===== config.mk =====
export PLATFORM = sky130hd
export DESIGN_NAME = multi_zone_fan_controller
export DESIGN_NICKNAME = d
export VERILOG_FILES = /design/src/rtl/multi_zone_fan_controller.sv
export SDC_FILE = /design/constraint.sdc
export NUM_CORES = 1
export LEC_CHECK = 0
export CORE_ASPECT_RATIO = 1.75
export CORE_MARGIN = 2
export CORE_UTILIZATION = 35
export DETAILED_ROUTE_END_ITERATION = 10
export PLACE_DENSITY_LB_ADDON = 0.15
export SLEW_MARGIN = 25
export SYNTH_ARGS = -nofsm -noshare
export SYNTH_HDL_FRONTEND = slang
export SYNTH_SLANG_ARGS = --single-unit

===== constraint.sdc =====
create_clock -name i_clk -period 12.51 [get_ports i_clk]
set_input_delay 1.8765 -clock i_clk [delete_from_list [all_inputs] [get_ports i_clk]]
set_output_delay 1.8765 -clock i_clk [all_outputs]
set_load 0.01 [all_outputs]

===== src/rtl/multi_zone_fan_controller.sv =====
// multi_zone_fan_controller
// Samples NUM_SENSORS signed temperature channels once per tick, keeps a
// moving average per channel and turns the hottest average into a 4-level
// fan command with hysteresis, plus a cooler enable, a manual override and a
// fail-safe level when no channel reports valid data.
// All outputs are loaded on the edge that enters UPDATE, so they and the
// sample_done pulse are visible together for the whole UPDATE cycle.
module multi_zone_fan_controller #(
  parameter int CLOCK_FREQUENCY = 10000,
  parameter int NUM_SENSORS     = 4,
  parameter int TEMP_WIDTH      = 8,
  parameter int AVG_LOG2        = 3,
  parameter int LEVEL_STEP      = 4,
  parameter int HYSTERESIS      = 2,
  localparam int SEL_W          = (NUM_SENSORS > 1) ? $clog2(NUM_SENSORS) : 1
) (
  input  logic                              i_clk,
  input  logic                              i_reset,
  input  logic signed [TEMP_WIDTH-1:0]      i_set_point,
  input  logic [NUM_SENSORS*TEMP_WIDTH-1:0] i_sensor_temps,
  input  logic [NUM_SENSORS-1:0]            i_sensor_valid,
  input  logic                              i_manual_enable,
  input  logic [1:0]                        i_manual_level,
  input  logic [SEL_W-1:0]                  i_monitor_sel,
  output logic [1:0]                        o_fan_status,
  output logic                              o_cooler_status,
  output logic [TEMP_WIDTH-1:0]             o_user_output,
  output logic                              o_sensor_fault,
  output logic                              o_sample_done
);

  localparam int CNT_W = (CLOCK_FREQUENCY > 1) ? $clog2(CLOCK_FREQUENCY) : 1;
  localparam int PTR_W = (AVG_LOG2 > 0) ? AVG_LOG2 : 1;
  localparam int DEPTH = 1 << AVG_LOG2;
  localparam int SUM_W = TEMP_WIDTH + AVG_LOG2;
  localparam int LVL_W = TEMP_WIDTH + 2;

  localparam logic [CNT_W-1:0]        TICK_LAST = CNT_W'(CLOCK_FREQUENCY - 1);
  localparam logic [SEL_W-1:0]        LAST_CHAN = SEL_W'(NUM_SENSORS - 1);
  localparam logic signed [LVL_W-1:0] LVL_ZERO  = '0;
  localparam logic signed [LVL_W-1:0] LVL_STEP1 = LVL_W'(LEVEL_STEP);
  localparam logic signed [LVL_W-1:0] LVL_STEP2 = LVL_W'(2 * LEVEL_STEP);
  localparam logic signed [LVL_W-1:0] LVL_HYST  = LVL_W'(HYSTERESIS);

  typedef enum logic [1:0] {IDLE, SAMPLE, EVAL, UPDATE} FsmState;

  FsmState                          r_state;
  FsmState                          w_nextState;
  logic                             w_snapshot;
  logic                             w_sampleEn;
  logic                             w_evalEn;

  logic [CNT_W-1:0]                 r_tickCnt;
  logic                             w_tick;
  logic [SEL_W-1:0]                 r_chanIdx;

  logic [NUM_SENSORS*TEMP_WIDTH-1:0] r_snapTemps;
  logic [NUM_SENSORS-1:0]           r_snapValid;
  logic signed [TEMP_WIDTH-1:0]     r_snapSetPoint;

  logic signed [TEMP_WIDTH-1:0]     r_buf [NUM_SENSORS][DEPTH];
  logic [PTR_W-1:0]                 r_ptr [NUM_SENSORS];
  logic signed [SUM_W-1:0]          r_sum [NUM_SENSORS];
  logic signed [SUM_W-1:0]          w_newExt [NUM_SENSORS];
  logic signed [SUM_W-1:0]          w_oldExt [NUM_SENSORS];
  logic signed [TEMP_WIDTH-1:0]     w_avg [NUM_SENSORS];

  logic [1:0]                       r_autoLevel;
  logic                             w_anyValid;
  logic                             w_fault;
  logic signed [TEMP_WIDTH-1:0]     w_maxAvg;
  logic [TEMP_WIDTH-1:0]            w_monitorAvg;
  logic signed [TEMP_WIDTH:0]       w_diff;
  logic signed [LVL_W-1:0]          w_diffHyst;
  logic [1:0]                       w_lvlDiff;
  logic [1:0]                       w_lvlHyst;
  logic [1:0]                       w_newLevel;

  function automatic logic [1:0] levelOf(input logic signed [LVL_W-1:0] d);
    if (d <= LVL_ZERO)       levelOf = 2'd0;
    else if (d <= LVL_STEP1) levelOf = 2'd1;
    else if (d <= LVL_STEP2) levelOf = 2'd2;
    else                     levelOf = 2'd3;
  endfunction

  assign w_tick = (r_tickCnt == TICK_LAST);

  // Free-running tick counter so the sample period stays exact regardless of FSM activity
  always_ff @(posedge i_clk) begin
    if (i_reset)     r_tickCnt <= '0;
    else if (w_tick) r_tickCnt <= '0;
    else             r_tickCnt <= r_tickCnt + 1'b1;
  end

  // FSM state register
  always_ff @(posedge i_clk) begin
    if (i_reset) r_state <= IDLE;
    else         r_state <= w_nextState;
  end

  // FSM next state and per-phase strobes
  always_comb begin
    w_nextState = r_state;
    w_snapshot  = 1'b0;
    w_sampleEn  = 1'b0;
    w_evalEn    = 1'b0;
    case (r_state)
      IDLE: begin
        if (w_tick) begin
          w_snapshot  = 1'b1;
          w_nextState = SAMPLE;
        end
      end
      SAMPLE: begin
        w_sampleEn = 1'b1;
        if (r_chanIdx == LAST_CHAN) w_nextState = EVAL;
      end
      EVAL: begin
        w_evalEn    = 1'b1;
        w_nextState = UPDATE;
      end
      UPDATE:  w_nextState = IDLE;
      default: w_nextState = IDLE;
    endcase
  end

  // Freeze the inputs at the tick and step through the channels one per SAMPLE cycle
  always_ff @(posedge i_clk) begin
    if (i_reset) begin
      r_snapTemps    <= '0;
      r_snapValid    <= '0;
      r_snapSetPoint <= '0;
      r_chanIdx      <= '0;
    end else if (w_snapshot) begin
      r_snapTemps    <= i_sensor_temps;
      r_snapValid    <= i_sensor_valid;
      r_snapSetPoint <= i_set_point;
      r_chanIdx      <= '0;
    end else if (w_sampleEn) begin
      r_chanIdx      <= r_chanIdx + 1'b1;
    end
  end

  // Sign-extended new/oldest samples and the floor-rounded average of every channel
  always_comb begin
    for (int k = 0; k < NUM_SENSORS; k++) begin
      w_newExt[k] = SUM_W'($signed(r_snapTemps[k*TEMP_WIDTH +: TEMP_WIDTH]));
      w_oldExt[k] = SUM_W'(r_buf[k][r_ptr[k]]);
      w_avg[k]    = TEMP_WIDTH'(r_sum[k] >>> AVG_LOG2);
    end
  end

  // Circular buffers and running sums; an invalid channel leaves its history untouched
  always_ff @(posedge i_clk) begin
    if (i_reset) begin
      for (int k = 0; k < NUM_SENSORS; k++) begin
        r_ptr[k] <= '0;
        r_sum[k] <= '0;
        for (int d = 0; d < DEPTH; d++) r_buf[k][d] <= '0;
      end
    end else if (w_sampleEn) begin
      for (int k = 0; k < NUM_SENSORS; k++) begin
        if (r_chanIdx == SEL_W'(k) && r_snapValid[k]) begin
          r_buf[k][r_ptr[k]] <= r_snapTemps[k*TEMP_WIDTH +: TEMP_WIDTH];
          r_sum[k]           <= r_sum[k] + w_newExt[k] - w_oldExt[k];
          r_ptr[k]           <= r_ptr[k] + 1'b1;
        end
      end
    end
  end

  // Hottest valid average, error against set point and the monitored channel
  always_comb begin
    w_anyValid   = 1'b0;
    w_maxAvg     = '0;
    w_monitorAvg = w_avg[0];
    for (int k = 0; k < NUM_SENSORS; k++) begin
      if (r_snapValid[k] && (!w_anyValid || w_avg[k] > w_maxAvg)) begin
        w_maxAvg   = w_avg[k];
        w_anyValid = 1'b1;
      end
      if (i_monitor_sel == SEL_W'(k)) w_monitorAvg = w_avg[k];
    end
    w_diff     = {w_maxAvg[TEMP_WIDTH-1], w_maxAvg} - {r_snapSetPoint[TEMP_WIDTH-1], r_snapSetPoint};
    w_diffHyst = {w_diff[TEMP_WIDTH], w_diff} + LVL_HYST;
  end

  assign w_fault    = ~w_anyValid;
  assign w_lvlDiff  = levelOf({w_diff[TEMP_WIDTH], w_diff});
  assign w_lvlHyst  = levelOf(w_diffHyst);
  assign w_newLevel = w_fault ? 2'd3 : ((w_lvlDiff >= r_autoLevel) ? w_lvlDiff : w_lvlHyst);

  // Commit the new automatic level and all outputs on entry to UPDATE
  always_ff @(posedge i_clk) begin
    if (i_reset) begin
      r_autoLevel     <= '0;
      o_fan_status    <= '0;
      o_cooler_status <= 1'b0;
      o_user_output   <= '0;
      o_sensor_fault  <= 1'b0;
      o_sample_done   <= 1'b0;
    end else begin
      o_sample_done <= w_evalEn;
      if (w_evalEn) begin
        r_autoLevel     <= w_newLevel;
        o_fan_status    <= i_manual_enable ? i_manual_level : w_newLevel;
        o_cooler_status <= (w_newLevel >= 2'd2) | w_fault;
        o_user_output   <= w_monitorAvg;
        o_sensor_fault  <= w_fault;
      end
    end
  end

endmodule


==> results.py <==
metrics = {
    "status": {
        "status": "finished clean",
    },
    "critical_path": {
        "critPathCaptureType": "flop",
        "crit_type": "reg -> reg",
        "worst_ep_required_time_ps": 12960,
        "startpoint_type": "flop",
        "cp_slowest_cell": "dfxtp_1",
        "cpPeakStageDelay_ps": 620,
        "path_max_fanout": 16,
        "cp.arrival_ps": 10290,
    },
    "die": {
        "die-area_sq_um": 60900,
        "io_pins": 64,
        "start_util_pct": 35.4,
        "core_area_sq_um": 58300,
        "die_w_microns": 187,
        "rows": 117,
        "die_h_microns": 325,
    },
    "grt": {
        "grt_pass1_vias": 14855,
        "grt_max_degree": 75,
        "grt_pass1_wl_microns": 84400,
        "grt_usage_pct": 17.7,
        "grt-ovfl-total": 0,
        "antenna_found_initial": 1,
    },
    "cts": {
        "clk_latency_ps": 560,
        "cts_htree_levels": 2,
        "clkSinkCount": 388,
        "cts_tree": "built",
        "cts_buffers": 41,
        "cts_setup_buffers": 0,
        "holdBufCountCts": 0,
        "cts-resized-gates": 0,
        "cts_root_buf": "clkbuf_16",
        "clk_pin_slew_worst_paths_ps": 70,
        "cts_buffer_depth": 3,
    },
    "routing": {
        "dr.pass1.iters": 5,
        "drt_iter0_markers": 778,
        "vias": 14279,
        "postRouteAntennaNets": 0,
        "viasPerCell": 5.08,
        "drc": 0,
        "wl_per_cell_microns": 19.2,
        "drt_wl_total_microns": 53900,
    },
    "synth": {
        "synth_edf_count": 192,
        "yosysSeqAreaShare_pct": 47.0,
        "async_reset_ff_share_pct": 0,
        "yosysTopAreaCellShare_pct": 28.0,
        "yosysUniqueCellTypes": 66,
        "synth_top_flop_cell": "dfxtp_1",
        "synth_seq_cells": 388,
        "syn-cell-area_sq_um": 20600,
        "ys_warn_count": 0,
        "synth_area_per_cell_sq_um": 10.4,
        "synth.area.top_cells": "edfxtp_1 (28%), dfxtp_1 (19%), mux4_2 (7.9%), ha_1 (5.9%), nor2_1 (4.6%)",
        "postSynthCellCount": 1981,
        "yosys.area.top_type": "edfxtp_1",
        "syn-num-nets": 2170,
    },
    "finish": {
        "area_growth_pct": 13.8,
        "drive_gt1_share_pct": 10.9,
        "nets": 2192,
        "antenna_cells": 0,
        "fin_area_sq_um": 23500,
    },
    "timing": {
        "rsz0062_at_grt": "no",
        "fin_hold_ws_ps": 455,
        "setup_violations": 0,
        "worst_pin_slew_ps": 988,
        "max_freq_mhz": 102,
        "final_max_slew_viol_count": 0,
        "skew_ps": 22.6,
        "hold_viol": 0,
        "fin_crit_sh_pct": 78.6,
        "slew_headroom_pct": 33.7,
        "finalCriticalPeriod_ps": 9830,
        "finalSetupTns_ps": 0,
    },
    "placed_design": {
        "post_dp_cell_area_sq_um": 22100,
        "portBuffers": 63,
        "hpwl_microns": 38300,
        "place.gp.congestion": 0.845,
    },
    "power_and_ir_drop": {
        "finalPower_uw": 2840,
        "ir_worst_vdd_mv": 0.0633,
        "power.density_nw_per_um2": 121,
        "p_leak_uw": 0.00873,
    },
    "hold_path": {
        "hold_path_class": "reg -> reg",
    },
    "flow_run": {
        "drv_cap": 0,
    },
}
==> critical path, delay by kind of cell (launching register included) <==
kind                     cells  cell delay, ps
AO/OA/AOI/OAI               20            4620
AND/OR/NAND/NOR             16            2300
adder cells (fa/ha/maj)      5            1400
multiplexers                 2             670
flip-flops                   1             620
buffers and inverters        2             130
==> registers in the layout, summed over array words and instances, names as in the netlist <==
signal,count
o_fan_status,2
o_sample_done,1
o_sensor_fault,1
o_user_output,8
r_autoLevel,2
r_buf,256
r_chanIdx,2
r_ptr,12
r_snapSetPoint,8
r_snapTemps,32
r_snapValid,4
r_state,2
r_sum,44
r_tickCnt,14
==> layout by cell type (no fill, tap or decap), drive strengths merged, types with 11 or more instances in the layout <==
master | netlist | layout
inv | 209 | 211
and3 | 13 | 13
clkdlybuf4s50 | 0 | 62
nor2 | 251 | 251
buf | 14 | 28
xor2 | 11 | 11
mux2 | 30 | 30
xnor2 | 34 | 34
o21ai | 43 | 43
nor2b | 14 | 14
nand3 | 28 | 28
nand2 | 165 | 165
ha | 97 | 97
a31oi | 17 | 17
fa | 41 | 41
and2 | 27 | 27
clkinv | 8 | 15
dfxtp | 196 | 196
nor4 | 38 | 38
clkbuf | 96 | 64
a21o | 15 | 15
nor3 | 45 | 45
mux2i | 85 | 85
edfxtp | 192 | 192
a21oi | 143 | 143
mux4 | 72 | 72
==> power by group <==
group	switching [uW]	total [uW]	internal, uW
clock network	520	1250	733
logic	125	219	94.1
registers	16.0	1370	1350
total	661	2840	2180
==> cell families (layout without fill, tap and decap cells) <==
kind of cell,after synthesis,after routing,share of synthesized area [%]
buffers and inverters,328,383,6.10
AOI/OAI and AO/OA,270,270,7.73
DFF,388,388,47.0
and+or+nand+nor,625,625,13.7
xor gates and xnor gates,45,45,1.95
adders and majority gates,138,138,9.87
muxes,187,187,13.6
==> stage by stage <==
step           cells  util [%]  setup slack, ps
2_1_floorplan   1981         -             3950
3_3_place_gp    2733      37.8             3100
3_5_place_dp    2733      37.9             2780
4_1_cts         2809      40.3             2760
5_1_grt         2809      40.3             1940
6_report        2809      40.3             2680
==> synth_stat cells (3+ instances only) <==
master,instances
a21o_1,14
mux4_2,72
nand4b_1,4
inv_1,209
mux2_2,30
nand2_1,165
or3_1,8
a211oi_1,5
nand3_1,28
nor3_1,45
nand2b_1,7
and3_1,13
clkbuf_1,94
nand4_1,9
xor2_1,10
xnor2_1,34
and2_1,26
a41o_1,3
fa_1,41
nor4_1,37
dfxtp_1,196
o21a_1,7
nor2_1,251
o41ai_1,3
a21boi_0,9
or2_2,4
nor2b_1,14
clkinv_1,8
a21oi_1,142
o21ai_0,41
ha_1,97
o22ai_1,3
nor4b_1,4
a32oi_1,7
mux2i_1,85
a31oi_1,17
buf_1,10
edfxtp_1,192
==> final timing paths <==
kind,start,endpoint,slack (ps),depth (start not counted)
setup / recovery,r_snapValid[0]$_SDFFE_PP0P_,r_autoLevel[1]$_SDFFE_PP0P_,2680,45
setup reg to reg,r_snapValid[0]$_SDFFE_PP0P_,r_autoLevel[1]$_SDFFE_PP0P_,2680,45
hold reg to reg,r_snapTemps[17]$_SDFFE_PP0P_,r_snapTemps[17]$_SDFFE_PP0P_,460,2
hold / removal,r_snapTemps[17]$_SDFFE_PP0P_,r_snapTemps[17]$_SDFFE_PP0P_,460,2
==> routing by layer <==
metal  global-route usage (%)  vias up  wire length, microns
met4                     6.71        2                  1890
met2                     34.0      255                 29000
met3                     2.02       85                  1540
li1                         -     6915                     -
met1                     19.8     7022                 21500
met5                        0        -                    13
==> area by class of cell <==
cell class                      instances  area, sq um
Clock buffer                           64         1290
Clock inverter                         12          103
Fill cell                            5794        34800
Inverter                              217          815
Multi-Input combinational cell       1265         9760
Sequential cell                       388         9690
Tap cell                              773          967
Timing Repair Buffer                   90          835
(Power assumes the default switching activity.)
